[src/rtl/fetch_unit_if.sv]
// Instruction-memory request/grant/response bus.
// fetch_unit drives the master side; the memory model or arbiter drives the slave side.
interface fetch_unit_if;
    logic        req;
    logic [31:0] addr;
    logic        gnt;
    logic        rvalid;
    logic [31:0] rdata;

    modport master (output req, output addr, input gnt, input rvalid, input rdata);
    modport slave  (input req, input addr, output gnt, output rvalid, output rdata);
endinterface

[src/rtl/fetch_unit.sv]
// Instruction-fetch front end: program counter, one-deep imem fetch tracking, 2-entry {pc, instr} queue.
// Optional macro FETCH_MISALIGN_TRAP_EN adds fetch_fault for misaligned redirect targets.
module fetch_unit #(
    parameter logic [31:0] RESET_PC = 32'h0000_0000
) (
    input  logic         clk,
    input  logic         rst,
    input  logic         hold,
    input  logic         redirect,
    input  logic [31:0]  redirect_pc,
    fetch_unit_if.master imem,
    output logic [31:0]  pc_out,
    output logic [31:0]  instr_out,
`ifdef FETCH_MISALIGN_TRAP_EN
    output logic         fetch_fault,
`endif
    output logic         valid
);

    logic [31:0] pc_q, pc_d;
    logic [31:0] tag_q, tag_d;
    logic        outstanding_q, outstanding_d;
    logic        discard_q, discard_d;
    logic [1:0]  count_q, count_d;
    logic        rd_ptr_q, rd_ptr_d;
    logic [31:0] fifo_pc_q    [2];
    logic [31:0] fifo_pc_d    [2];
    logic [31:0] fifo_instr_q [2];
    logic [31:0] fifo_instr_d [2];

    logic        resp;
    logic        push;
    logic        pop;
    logic        grant;
    logic        blocked;
    logic        wr_idx;
    logic [2:0]  room;

`ifdef FETCH_MISALIGN_TRAP_EN
    logic        fault_q, fault_d;

    assign blocked     = fault_q;
    assign fetch_fault = fault_q;

    // A redirect decides the fault state: misaligned target sets it, aligned target clears it.
    always_comb begin
        fault_d = fault_q;
        if (redirect) begin
            fault_d = |redirect_pc[1:0];
        end
    end

    always_ff @(posedge clk) begin
        if (rst) begin
            fault_q <= 1'b0;
        end else begin
            fault_q <= fault_d;
        end
    end
`else
    logic        unused_redirect_lsbs;

    assign blocked              = 1'b0;
    assign unused_redirect_lsbs = ^redirect_pc[1:0];
`endif

    assign valid     = (count_q != 2'd0);
    assign pc_out    = fifo_pc_q[rd_ptr_q];
    assign instr_out = fifo_instr_q[rd_ptr_q];
    assign imem.addr = pc_q;

    // Room includes this cycle's pop, so a single-cycle memory streams one word per cycle
    // while a granted fetch is still guaranteed a free slot when its response returns.
    always_comb begin
        resp     = imem.rvalid && outstanding_q;
        pop      = valid && !hold;
        push     = resp && !discard_q && !redirect;
        room     = 3'd2 - {1'b0, count_q} + {2'b00, pop};
        imem.req = !redirect && !rst && !blocked
                   && (!outstanding_q || imem.rvalid)
                   && (room > {2'b00, outstanding_q});
        grant    = imem.req && imem.gnt;
        wr_idx   = rd_ptr_q ^ count_q[0];
    end

    always_comb begin
        // NOTE: every _d starts as its _q so no path through this block can infer a latch.
        pc_d          = pc_q;
        tag_d         = tag_q;
        outstanding_d = outstanding_q;
        discard_d     = discard_q;
        rd_ptr_d      = rd_ptr_q;
        fifo_pc_d     = fifo_pc_q;
        fifo_instr_d  = fifo_instr_q;

        if (grant) begin
            pc_d          = pc_q + 32'd4;
            tag_d         = pc_q;
            outstanding_d = 1'b1;
        end else if (resp) begin
            outstanding_d = 1'b0;
        end

        if (resp && discard_q) begin
            discard_d = 1'b0;
        end

        if (push) begin
            fifo_pc_d[wr_idx]    = tag_q;
            fifo_instr_d[wr_idx] = imem.rdata;
        end
        if (pop) begin
            rd_ptr_d = !rd_ptr_q;
        end
        count_d = count_q + {1'b0, push} - {1'b0, pop};

        // Redirect beats push/pop; a fetch still in flight belongs to the old stream and is dropped.
        if (redirect) begin
            count_d   = 2'd0;
            pc_d      = {redirect_pc[31:2], 2'b00};
            discard_d = outstanding_q && !imem.rvalid;
        end
    end

    // NOTE: the queue storage is reset as well so pc_out/instr_out read 0, not X, out of reset.
    always_ff @(posedge clk) begin
        if (rst) begin
            pc_q          <= RESET_PC;
            tag_q         <= 32'd0;
            outstanding_q <= 1'b0;
            discard_q     <= 1'b0;
            count_q       <= 2'd0;
            rd_ptr_q      <= 1'b0;
            fifo_pc_q     <= '{32'd0, 32'd0};
            fifo_instr_q  <= '{32'd0, 32'd0};
        end else begin
            // NOTE: non-blocking so every flop samples the pre-edge value of its _d.
            pc_q          <= pc_d;
            tag_q         <= tag_d;
            outstanding_q <= outstanding_d;
            discard_q     <= discard_d;
            count_q       <= count_d;
            rd_ptr_q      <= rd_ptr_d;
            fifo_pc_q     <= fifo_pc_d;
            fifo_instr_q  <= fifo_instr_d;
        end
    end

endmodule

[src/flat_wrapper.sv]
// flat-port wrapper written by rule: the top's interface ports become plain ports
module fetch_unit_flat 
#(
    parameter logic [31:0] RESET_PC = 32'h0000_0000
)
  (clk, rst, hold, redirect, redirect_pc, pc_out, instr_out, valid, imem_req, imem_addr, imem_gnt, imem_rvalid, imem_rdata);
  fetch_unit_if imem_i ();
  input  logic clk;
  input  logic rst;
  input  logic hold;
  input  logic redirect;
  input  logic [31:0] redirect_pc;
  output logic [31:0] pc_out;
  output logic [31:0] instr_out;
  output logic valid;
  output wire logic [$bits(imem_i.req)-1:0] imem_req;
  output wire logic [$bits(imem_i.addr)-1:0] imem_addr;
  input wire logic [$bits(imem_i.gnt)-1:0] imem_gnt;
  input wire logic [$bits(imem_i.rvalid)-1:0] imem_rvalid;
  input wire logic [$bits(imem_i.rdata)-1:0] imem_rdata;
  assign imem_req = imem_i.req;
  assign imem_addr = imem_i.addr;
  assign imem_i.gnt = imem_gnt;
  assign imem_i.rvalid = imem_rvalid;
  assign imem_i.rdata = imem_rdata;
  fetch_unit #(.RESET_PC(RESET_PC)) u_core (.clk(clk), .rst(rst), .hold(hold), .redirect(redirect), .redirect_pc(redirect_pc), .imem(imem_i), .pc_out(pc_out), .instr_out(instr_out), .valid(valid));
endmodule
[config.mk]
export PLATFORM = sky130hd
export DESIGN_NAME = fetch_unit_flat
export DESIGN_NICKNAME = d
export VERILOG_FILES = /design/src/rtl/fetch_unit_if.sv /design/src/rtl/fetch_unit.sv /design/src/flat_wrapper.sv
export SDC_FILE = /design/constraint.sdc
export NUM_CORES = 1
export LEC_CHECK = 0
export CORE_UTILIZATION = 55
export CTS_CLUSTER_DIAMETER = 60
export DETAILED_ROUTE_END_ITERATION = 16
export PLACE_DENSITY = 0.95
export SYNTH_ARGS = -nofsm -noshare
export SYNTH_HDL_FRONTEND = slang
export SYNTH_SLANG_ARGS = --single-unit
[constraint.sdc]
create_clock -name clk -period 3.8 [get_ports clk]
set_input_delay 0.38 -clock clk [delete_from_list [all_inputs] [get_ports clk]]
set_output_delay 0.38 -clock clk [all_outputs]
set_load 0.02 [all_outputs]
==> summary.md <==
| Metric | Value |
|---|---|
| Peak Freq | `roughly 300 MHz` |
| Worst Hold Launch | `rst` |
| Antenna-violating nets left | `0` |
| R2r setup slk | `770 ps` |
| WL final | `21200 um` |
| Worst-path fanout max | `5` |
| Cell variety after synth | `51` |
| Layout cells sized above 1 | `10.4%` |
| Layout overhead on the synthesized area | `28.5%` |
| Crit path cell chain | `or2_2 > nand2b_1 > ha_1 > ha_1 > nor2b_1 > o21ai_1 > and3_1 > clkdlybuf4s50_1` |
| Final setup violation count | `0` |
| Layout Skew | `7.85 ps` |
| Slew Limit Headroom | `25.6%` |
| Via Count | `between 7000 and 8000` |
| Largest net degree at the start of global routing | `114` |
| ANT cells | `0` |
| CP max stage delay | `610 ps` |
| DR vias/cell | `about 5.8` |
| Slowest CP cell | `clkdlybuf4s50_1` |
| Post-CTS setup buffer count | `0` |
| Clock Latency Late Sink | `430 ps` |
| Slew Limit Fails | `0` |
| Die area | `0.0152 mm2` |
| Sequential Power Share | `approximately half` |
| CORE AREA | `roughly 0.014 mm2` |
| Yosys warning total | `0` |
| FF-to-FF Start | `u_core.count_q[0]` |
| Final hold vios | `0` |
| First-pass GRT wire length | `33800 um` |
| Post-Synthesis Cells | `1012` |
| I/O pin count | `between 150 and 200` |
| Pwr dens | `407 mW/mm2` |
| Avg Inst Size Synth | `8.00 um2` |
| Startpoint type of the worst setup path | `flip-flop` |
| Comb pwr share | `7.0%` |
| Sequential area share after synthesis | `46.7%` |
| Top-count cell post-synth | `nand2_1` |
| Synth area leader | `dfxtp_1` |
| Pre-CTS setup slack | `around 540 ps` |
| Initial antenna violation count | `0` |
| Sw power | `0.000934 W` |
| Crit-path leading delay family | `simple AND/OR/NAND/NOR gates` |
| Ys flop type | `dfxtp_1` |
| Clk sinks | `189` |
| Yosys reg bits | `around 190` |
| RSZ-0062 raised after global routing | `false` |
| Post-layout util | `73.8%` |
| IO buf count | `~160` |
| # DRC | `0` |
| Nets | `1209` |
| Total GRT Usage | `28.2%` |
| R2R cell count | `9` |
| Post-DP HPWL | `roughly 13000 um` |
| Hold Crit Depth | `2` |
| Rows | `43` |
| WS Path Type | `reg2out` |
| Critical path data arrival time | `2990 ps` |
| Max VDD drop | `337 uV` |
| Fin Setup TNS | `0 ps` |
| H-tree levels | `4` |
| Mapped cell area | `0.00810 mm2` |
| Drt wl/cell | `16.0 um` |
| Worst Tran Pin Value | `approximately 1100 ps` |
| Initial Utilization | `57.4%` |
| Placed Area | `0.00977 mm2` |
| Internal | `0.00330 W` |
| Max Cap Viol | `0` |
| First DRT Iteration DRCs | `625` |
| Post-cts resize count | `0` |
| Die Y | `123 um` |
| Grt total ovfl | `0` |
| Pre-antenna DRT Iters | `5` |
| CP dominant cell by count | `ha_1` |
| Worst min path class | `in2reg` |
| Post-synth EDFFs | `0` |
| Worst r2r dst | `u_core.imem.addr[21]` |
| Final worst-path setup slack | `426 ps` |
| Filler cells | `1019` |
| Crit end category | `primary output` |
| Worst-path clk slew | `70 ps` |
| Final Instance Area | `around 0.010 mm2` |
| Post-synth top area share | `46.7%` |
| CP required | `around 3400 ps` |
| Synth area leaders | `dfxtp_1 47%, nand2_1 16%, a21oi_1 10%` |
| Status | `complete, no violations` |
| Worst hold path endpoint | `u_core.outstanding_q` |
| Synth top cells by count | `337 x nand2_1, 189 x dfxtp_1, 168 x a21oi_1` |
| Clock group share of total power | `44.5%` |
| CTS root buf | `clkbuf_16` |
| Worst path bufs/invs | `1` |
| CTS tree | `yes` |
| Final period util | `88.8%` |
| Ys async rst share | `0%` |
| Num CTS Buffers | `17` |
| Clock Path Buffers | `2` |
| Die X | `123 um` |
| Cts hold-fix bufs | `0` |
| Tmin final | `3370 ps` |
| Leak pwr | `about 3.5 nW` |
| Via count of the first global-routing pass | `7014` |
| Switching share of power | `22.1%` |
| GPL Wtd Cong | `around 0.85` |
==> per-stage QoR <==
stage,total power (W),instances,hold WS [ps]
floorplan,0.00223,1015,433
global placement,0.00238,1294,438
detailed placement,0.00239,1294,444
CTS,0.00425,1324,408
global route,0.00436,1324,434
finish,0.00423,1324,415
==> final cells by class <==
class                           instances  area, um2  share of cell area [%]
Sequential cell                       189       3780                    36.4
Tap cell                              180        225                    2.17
Multi-Input combinational cell        742       4010                    38.5
Timing Repair Buffer                  174       1720                    16.6
Clock buffer                           20        467                    4.49
Inverter                                9       33.8                   0.325
Clock inverter                         10        161                    1.55
==> per-layer routing <==
| metal | global-route usage [%] | share of wire (%) |
|---|---|---|
| met1 | 35.9 | 42 |
| met2 | 46.1 | 48 |
| met3 | 6.73 | 7.9 |
| met4 | 11.0 | 2.2 |
| met5 | 0 | 0 |
==> state kept, by name (all words and copies together), names as in the netlist <==
| signal | cells |
|---|---|
| u_core.tag_q | 30 |
| u_core.fifo_instr_q | 64 |
| u_core.rd_ptr_q | 1 |
| u_core.imem.addr | 30 |
| u_core.fifo_pc_q | 60 |
| u_core.count_q | 2 |
| u_core.outstanding_q | 1 |
| u_core.discard_q | 1 |
==> worst register-to-register path, delay by kind of cell (launching register included) <==
family / cells / cell delay, ps
AO/OA/AOI/OAI: 2 / 470
adder cells (fa/ha/maj): 2 / 520
flip-flops: 1 / 360
AND/OR/NAND/NOR: 5 / 1600
==> placed cells by master (no fill, tap or decap), types with 6 or more instances in the layout <==
cell / instances
nand3_1: 10
nor3_1: 9
o311ai_1: 6
nor2_1: 13
nand2_1: 335
mux2_2: 62
ha_1: 6
clkbuf_16: 17
nor4_1: 6
inv_1: 8
dfxtp_1: 188
and3_1: 8
clkdlybuf4s50_1: 160
a21oi_1: 168
a211oi_1: 6
nand4_1: 7
a31oi_1: 17
buf_4: 12
o21ai_0: 7
or4_1: 9
==> power by group through the flow <==
stage	Sequential [W]	Clock, W	Combinational [W]
floorplan	0.00211	0	0.000124
global placement	0.00209	0	0.000287
detailed placement	0.00210	0	0.000291
CTS	0.00205	0.00190	0.000294
global route	0.00206	0.00199	0.000316
finish	0.00205	0.00188	0.000295
==> cell families after synthesis <==
kind of cell	Yosys count	share of synthesized area [%]
AND/OR/NAND/NOR	430	22.6
AO/OA/AOI/OAI	231	15.9
flip-flops	189	46.7
buffers and inverters	84	4.20
multiplexers	64	8.87
XOR/XNOR	7	0.757
adder cells (fa/ha/maj)	6	0.927
other	1	0.0463
==> worst max-delay path by stage <==
stage / start / to / slack (ps) / cells after the start
floorplan: u_core.count_q[0] / u_core.imem.addr[24] / 1230 / 9
global placement: hold / u_core.imem.addr[21] / 630 / 9
detailed placement: hold / u_core.imem.addr[21] / 540 / 9
CTS: u_core.count_q[0] / imem_req / 440 / 8
global route: u_core.count_q[0] / imem_req / 310 / 8
finish: u_core.count_q[0] / imem_req / 430 / 8
(Power assumes the default switching activity.)
